## config.mk

```make
export PLATFORM = sky130hd
export DESIGN_NAME = fir_mem_engine
export DESIGN_NICKNAME = d
export VERILOG_FILES = /design/src/rtl/fir_mem_engine.sv
export SDC_FILE = /design/constraint.sdc
export NUM_CORES = 1
export LEC_CHECK = 0
export CAP_MARGIN = 5
export CORE_MARGIN = 2
export CORE_UTILIZATION = 36
export CTS_BUF_LIST = sky130_fd_sc_hd__clkbuf_2
export DETAILED_ROUTE_END_ITERATION = 16
export PLACE_DENSITY = 0.57
export RECOVER_POWER = 50
export SKIP_CTS_REPAIR_TIMING = 1
export SLEW_MARGIN = 20
export SYNTH_ARGS = -nofsm -noshare
export SYNTH_HDL_FRONTEND = slang
export SYNTH_SLANG_ARGS = --single-unit
```

## constraint.sdc

```tcl
create_clock -name clk -period 5.4 [get_ports clk]
set_input_delay 0.54 -clock clk [delete_from_list [all_inputs] [get_ports clk]]
set_output_delay 0.54 -clock clk [all_outputs]
set_load 0.02 [all_outputs]
```

## src/rtl/fir_mem_engine.sv

```systemverilog
// Memory-mapped FIR engine: reads samples from RAM, convolves with NTAPS programmable taps, writes results back.
// Define FIR_SAT_EN to saturate results to DW bits; otherwise the shifted result wraps.
module fir_mem_engine #(
  parameter int DW    = 8,
  parameter int CW    = 8,
  parameter int AW    = 10,
  parameter int NTAPS = 5,
  parameter int SHIFT = 0
) (
  input  logic                       clk,
  input  logic                       rst,
  input  logic                       start,
  input  logic [AW-1:0]              input_addr,
  input  logic [AW-1:0]              output_addr,
  input  logic [AW-1:0]              sample_count,
  input  logic                       coef_we,
  input  logic [$clog2(NTAPS)-1:0]   coef_addr,
  input  logic signed [CW-1:0]       coef_wdata,
  output logic                       busy,
  output logic                       done,
  output logic                       mem_rd_en,
  output logic [AW-1:0]              mem_rd_addr,
  input  logic signed [DW-1:0]       mem_rd_data,
  output logic                       mem_we,
  output logic [AW-1:0]              mem_wr_addr,
  output logic signed [DW-1:0]       mem_wr_data
);

  localparam int KW   = $clog2(NTAPS);
  localparam int PW   = DW + CW;
  localparam int ACCW = PW + KW;
  localparam logic [KW-1:0] KLAST = KW'(NTAPS - 1);

`ifdef FIR_SAT_EN
  localparam logic signed [ACCW-1:0] SAT_MAX = {{(ACCW-DW+1){1'b0}}, {(DW-1){1'b1}}};
  localparam logic signed [ACCW-1:0] SAT_MIN = {{(ACCW-DW+1){1'b1}}, {(DW-1){1'b0}}};
`endif

  typedef enum logic [2:0] {
    S_IDLE  = 3'd0,
    S_RD    = 3'd1,
    S_DRAIN = 3'd2,
    S_WR    = 3'd3,
    S_FIN   = 3'd4
  } state_t;

  state_t state_q, state_d;

  logic [KW-1:0]          k_q, k_d;
  logic [AW-1:0]          n_q, n_d;
  logic [AW-1:0]          cnt_q, cnt_d;
  logic                   busy_q, busy_d;
  logic                   done_q, done_d;
  logic                   vld_p1_q, vld_p1_d;
  logic [KW-1:0]          k_p1_q, k_p1_d;
  logic [AW-1:0]          in_base_q, in_base_d;
  logic [AW-1:0]          out_base_q, out_base_d;
  logic signed [ACCW-1:0] acc_q, acc_d;
  logic signed [CW-1:0]   coef_q [NTAPS];
  logic signed [CW-1:0]   coef_d [NTAPS];
  logic signed [PW-1:0]   prod_p1;
  logic                   rd_hit;
  logic                   last_smp;
  logic                   coef_addr_ok;

  function automatic logic signed [DW-1:0] fmt_result(input logic signed [ACCW-1:0] acc);
`ifdef FIR_SAT_EN
    logic signed [ACCW-1:0] sh;
    sh = acc >>> SHIFT;
    if (sh > SAT_MAX) return DW'(SAT_MAX);
    if (sh < SAT_MIN) return DW'(SAT_MIN);
    return DW'(sh);
`else
    return DW'(acc >>> SHIFT);
`endif
  endfunction

  assign rd_hit       = (state_q == S_RD) && (AW'(k_q) <= n_q);
  assign last_smp     = (n_q == cnt_q - AW'(1));
  assign coef_addr_ok = ({1'b0, coef_addr} < (KW+1)'(NTAPS));

  // Stage p1: read data returns one cycle after the address; multiply by the tap it belongs to
  always_comb begin
    prod_p1 = mem_rd_data * coef_q[k_p1_q];
  end

  always_ff @(posedge clk or posedge rst) begin
    if (rst) state_q <= S_IDLE;
    else     state_q <= state_d;
  end

  always_comb begin
    state_d = state_q;
    case (state_q)
      S_IDLE:  if (start) state_d = (sample_count == '0) ? S_FIN : S_RD;
      S_RD:    if (k_q == KLAST) state_d = S_DRAIN;
      S_DRAIN: state_d = S_WR;
      S_WR:    state_d = last_smp ? S_FIN : S_RD;
      S_FIN:   state_d = S_IDLE;
      default: state_d = S_IDLE;
    endcase
  end

  always_comb begin
    mem_rd_en   = 1'b0;
    mem_rd_addr = '0;
    mem_we      = 1'b0;
    mem_wr_addr = '0;
    mem_wr_data = '0;
    if (rd_hit) begin
      mem_rd_en   = 1'b1;
      mem_rd_addr = in_base_q + n_q - AW'(k_q);
    end
    if (state_q == S_WR) begin
      mem_we      = 1'b1;
      mem_wr_addr = out_base_q + n_q;
      mem_wr_data = fmt_result(acc_q);
    end
  end

  always_comb begin
    k_d        = k_q;
    n_d        = n_q;
    cnt_d      = cnt_q;
    busy_d     = busy_q;
    done_d     = done_q;
    in_base_d  = in_base_q;
    out_base_d = out_base_q;
    acc_d      = acc_q;
    vld_p1_d   = 1'b0;
    k_p1_d     = k_q;
    coef_d     = coef_q;
    if (vld_p1_q) acc_d = acc_q + ACCW'(prod_p1);
    case (state_q)
      S_IDLE: begin
        if (start) begin
          in_base_d  = input_addr;
          out_base_d = output_addr;
          cnt_d      = sample_count;
          n_d        = '0;
          k_d        = '0;
          acc_d      = '0;
          busy_d     = 1'b1;
          done_d     = 1'b0;
        end
      end
      S_RD: begin
        vld_p1_d = rd_hit;
        k_d      = (k_q == KLAST) ? '0 : k_q + KW'(1);
      end
      S_WR: begin
        if (last_smp) begin
          done_d = 1'b1;
          busy_d = 1'b0;
        end else begin
          n_d   = n_q + AW'(1);
          k_d   = '0;
          acc_d = '0;
        end
      end
      S_FIN: begin
        done_d = 1'b1;
        busy_d = 1'b0;
      end
      default: ;
    endcase
    if (coef_we && !busy_q && coef_addr_ok) coef_d[coef_addr] = coef_wdata;
  end

  always_ff @(posedge clk or posedge rst) begin
    if (rst) begin
      k_q      <= '0;
      n_q      <= '0;
      cnt_q    <= '0;
      busy_q   <= 1'b0;
      done_q   <= 1'b0;
      vld_p1_q <= 1'b0;
      k_p1_q   <= '0;
      for (int i = 0; i < NTAPS; i++) coef_q[i] <= (i == 0) ? CW'(1) : '0;
    end else begin
      k_q      <= k_d;
      n_q      <= n_d;
      cnt_q    <= cnt_d;
      busy_q   <= busy_d;
      done_q   <= done_d;
      vld_p1_q <= vld_p1_d;
      k_p1_q   <= k_p1_d;
      coef_q   <= coef_d;
    end
  end

  // Stage p2: accumulator and latched job bases carry no reset; they are loaded on start
  always_ff @(posedge clk) begin
    in_base_q  <= in_base_d;
    out_base_q <= out_base_d;
    acc_q      <= acc_d;
  end

  assign busy = busy_q;
  assign done = done_q;

endmodule

```

== Word level (Yosys, flattened, before mapping) ==
Index checks and enable logic that the tools add are counted.

* $lt $le $gt $ge: 5
* Eq/ne operators: 10
* Multiply operators: 1
* Multiplexer cells: 34
* Reduce and logical (&&, ||, !) cells: 15
* Bitwise logic cells: 2
* Add/subtract/negate cells: 7

{| class="wikitable"
|+ Operators with widths
! operator !! count
|-
| $mux W19 || 3
|-
| $bwmux W40 || 1
|-
| $mux W10 || 4
|-
| $pmux W19 S2 || 1
|-
| $mux W8 || 4
|-
| $bmux W8 S3 || 1
|-
| $demux W8 S3 || 1
|-
| $mux W3 || 7
|-
| $add A10 B10 Y10 || 2
|-
| $pmux W10 S2 || 1
|-
| $add A19 B16 Y19 || 1
|-
| $mul A8 B8 Y16 || 1
|-
| $pmux W3 S4 || 1
|-
| $add A10 B1 Y10 const B || 1
|-
| $eq A10 B10 Y1 || 1
|-
| $le A3 B10 Y1 || 1
|-
| $logic_not A10 Y1 || 1
|-
| $sub A10 B1 Y10 const B || 1
|-
| $sub A10 B3 Y10 || 1
|-
| $pmux W3 S3 || 1
|-
| $reduce_and A3 Y1 || 3
|-
| $ge A4 B4 Y1 const B || 2
|-
| $not A3 Y4 || 2
|-
| $mux W1 || 7
|-
| other kinds (15) || 25
|}

* Input bits: 53
* Logic and storage cells: 90
* Register bits after elaboration: 111
* Output and inout port bits: 32

== Depth between registers and ports, before layout ==
* Depth after elaboration: 9
* Depth in mapped cells: 23
* Depth with buffers taken out: 21

== Least setup slack after synthesis ==
Ideal clock, no wire load.

* Path kind: flip-flop to flip-flop
* From: register k_p1_q[0]
* To: register acc_q[7]
* Buffers on the path: 2
* Data required time: 5.267 ns
* Stages on the path, launching flop included: 23
* Period minus slack after synthesis: 5.473 ns
* Path slack: -0.073 ns
* Library setup time: 0.133 ns
* Data arrival time: 5.341 ns
* Cell sequence: dfrtp_1 > clkbuf_1 > buf_2 > nor2b_1 > o2bb2ai_1 > o21a_1 > nand2_1 > fa_1 > inv_1 > fa_1 > inv_1 > fa_1 > inv_1 > fa_1 > ha_1 > ha_1 > a21oi_1 > xnor2_1 > xnor2_1 > xnor3_1 > xnor3_1 > mux2i_1 > nor2_1

* Cells in the longest elaborated chain, start to end: 9
* Elaborated cells between the ends (all ways): 10
* Those cells by class: 1 x add/sub; 1 x mul; 7 x mux; 1 x bitwise

{| class="wikitable"
|+ Ends and longest elaborated chain
! element !! RTL line !! text
|-
| start, declared || 55 || <nowiki>logic [KW-1:0] k_p1_q, k_p1_d;</nowiki>
|-
| start signal, assigned || 187 || <nowiki>k_p1_q <= k_p1_d;</nowiki>
|-
| $not A3 Y4 (not written as such) * || 84 || <nowiki>prod_p1 = mem_rd_data * coef_q[k_p1_q];</nowiki>
|-
| $bmux W8 S3 * || 84 ||
|-
| $mux W8 (not written as such) * (2 in a row) || 84 ||
|-
| $mul A8 B8 Y16 * || 84 ||
|-
| $add A19 B16 Y19 * || 133 || <nowiki>if (vld_p1_q) acc_d = acc_q + ACCW'(prod_p1);</nowiki>
|-
| $mux W19 * || 133 ||
|-
| $mux W19, on equally long branches || 152, 136 ||
|-
| $pmux W19 S2 * || 134 || <nowiki>case (state_q)</nowiki>
|-
| via acc_d[7] || 58 || <nowiki>logic signed [ACCW-1:0] acc_q, acc_d;</nowiki>
|-
| end signal, assigned || 196 || <nowiki>acc_q <= acc_d;</nowiki>
|-
| end, declared || 58 ||
|}

Mark *: on every way through the listed nets, which the timed path passes. The rest lies on a longest branch. The select of a mux whose other input is x is not followed.
A chain may end at the register's enable or synchronous reset.

== Worst setup path in the final report ==
Ends and elaborated chain as after synthesis.

==> run metrics <==
clock sinks=100; Routed Antenna Nets=0; Vias=between 4000 and 5000; CTS tree=yes; area of the core=between 15000 and 20000 µm²; Final Critical Period=around 5.2 ns; max incr delay on CP=around 0.57 ns; Setup TNS Final=0 ns; first-pass GRT wire length=26.7 mm; Hold Vio Cnt, Final=0; Clock Pin Slew Worst Setup and Hold Paths=0.28 ns; Reg2Reg Setup Slack=0.25 ns; Crit path required time=5.92 ns; # H-tree levels=3; critical path's top delay family=adder cells; DRC viols=6; FF-to-FF path depth=19; # setup viols final=0; worst min-delay path class=in2reg; power per cell area=642 nW/µm²; async set-reset flop share out of synthesis=between 70% and 80%; skew final=just over 0.05 ns; Tcrit/Tclk final=between 90 and 100%; worst reg2reg startpoint=k_p1_q[0]; synthesized net count=slightly below 800; leading cell type in the layout, fill and taps excluded=inv_1; Boundary Pins=85; worst hold endpoint=cnt_q[6]; yosys warns=0; GRT Total Usage=17.1%; initial antenna violation count=1; failing checks=design-rule violations, max-capacitance violations, max-slew violations; max frequency=~190 MHz; RR Endpoint=acc_q[7]; cell breakdown of the critical path=buf_4 -> mux4_2 -> a22o_4 -> and2_1 -> fa_1 -> ha_1 -> inv_1 -> fa_1 -> inv_1 -> fa_1 -> ha_4 -> ha_4 -> a21oi_2 -> xnor2_1 -> xnor2_1 -> xnor3_1 -> xnor3_1 -> mux2i_1 -> nor2_1; top_reg_cell synth=dfrtp_1; crit path kind=reg2reg; placed cells=960; Hold Crit Start=sample_count[6]; Buf/Inv on CP=3; die area=about 20000 µm²; vias in the first global route=5193; Placer Congestion=between 0.8 and 0.9; syn avg cell area=10.3 µm²; EDFF count, synth=20; hold path depth=3; Max Fanout on Critical Path=7; clk_lat worst skew=0.64 ns; layout cells sized above 1=about an eighth; Least-Margin Pin Slew=1.96 ns; GRT overflow=0; startpoint class of the critical path=flop; Starting DRT DRC Count=218; Setup crit end kind=flop; Cell variety after synth=58; Routed WL=approximately 16 mm; Vias/cell=5.05; Max transition margin=-31.0%; CTS Buffer Depth=2; leakage power=0.00369 µW; number of port buffers=84; Max IR drop VDD=~0.00043 V; most used cell along the critical path=fa_1; die height=140 µm; status=finished with violations; Clock Tree Root=clkbuf_2; Syn Inst Count=650; First-pass DRT Iterations=11; row cnt=49; DP HPWL=12.5 mm; Seq/Total Area, Yosys=38.4%; Seq cells post-synth=100; DIE WIDTH=140 µm; Max-Cap Viols=2; WL per Instance=roughly 17 µm; Area Growth Syn to Fin=19.9%; mapped cell area=6680 µm²; Final nets=870; fin util=44.3%; leading cell types in the layout, fill and taps excluded=75 x inv_1, 71 x nand2_1, 69 x dfrtp_1; starting density of the core=36.9%; critical path's slowest cell=fa_1; CP arrival=5.67 ns; TritonCTS Buffers=9; Slew Viols, Final=40; Post-Layout Cell Count=978; largest net degree at the start of global routing=39
through the flow:
stage	setup WS (ns)	power [µW]	hold WS [ns]	cell area (µm²)
finish	0.249	5140	0.439	8010
global route	-0.000725	5670	0.407	8010
CTS	-0.0731	5090	0.325	7960
detailed placement	-0.0581	4690	0.488	7840
global placement	0.0289	4600	0.473	7840
floorplan	0.0480	3670	0.405	6680
layout make-up:
cell class	count	area (µm²)
clock buffer	9	45.0
antenna	1	2.50
clock inverter	7	73.8
multi-input combinational	456	3790
sequential	100	2570
inverter	75	282
tap	229	287
fill	1722	10100
timing repair buffer	101	961
report_power, final:
group | internal (µW) | total (µW) | switching, µW
clock network | 112 | 386 | 274
registers | 1050 | 1300 | 252
logic | 1760 | 3450 | 1690
total | 2920 | 5140 | 2220
per-layer routing:
metal | wire length [µm] | up-vias | track usage [%]
li1 | - | 2394 | -
met1 | 7370 | 2434 | 22.8
met2 | 7900 | 96 | 28.9
met3 | 649 | 14 | 2.97
met4 | 223 | 0 | 4.47
met5 | 0 | - | 0
how the worst max path moves through the flow:
stage	slack, ns	startpoint	cells after the start	to
after global routing	-0.0007	k_p1_q[0]	21	acc_q[7]
after CTS	-0.07	k_p1_q[0]	18	acc_q[7]
after global placement	0.03	k_p1_q[0]	18	acc_q[7]
after floorplan	0.05	k_p1_q[0]	22	acc_q[7]
final	0.25	k_p1_q[0]	19	acc_q[7]
after detailed placement	-0.06	k_p1_q[0]	18	acc_q[7]
worst min-delay path: stages:
cell and delay (ns):
clkdlybuf4s50_1 0.42, nand2_1 0.06, nand2_1 0.04
sequential cells by signal, indices dropped and copies added, names as in the netlist, 3 cells and up:
register and cells:
k_p1_d 3, acc_q 8, cnt_q 10, in_base_q 10, k_p1_q 3, n_q 10, state_q 3, coef_q 40
out_base_q 10
cell families after synthesis:
group / after synthesis / synth area share (%)
and+or+nand+nor: 182 / 12.9
xor gates and xnor gates: 47 / 6.58
muxes: 64 / 11.1
AOI/OAI and AO/OA: 89 / 9.20
adders and majority gates: 74 / 16.3
buffers and inverters: 94 / 5.44
DFF: 100 / 38.4
cells in the mapped netlist (all sizes together), types with 6 or more instances:
library cell / count / area, µm²
inv: 75 / 282
nand2: 72 / 273
dfrtp: 71 / 1780
ha: 52 / 651
mux2: 41 / 462
nor2: 40 / 150
xnor2: 31 / 272
a21oi: 23 / 115
fa: 22 / 440
edfxtp: 20 / 601
mux2i: 19 / 190
o21ai: 16 / 80.1
clkbuf: 14 / 52.6
xor2: 14 / 123
and2: 11 / 68.8
a21o: 10 / 75.1
and3: 10 / 62.6
nor2b: 10 / 62.6
dfxtp: 8 / 160
nor3: 7 / 35.0
nand4: 6 / 43.8
or3: 6 / 37.5
Note: power is estimated with default switching activity, not from simulation.
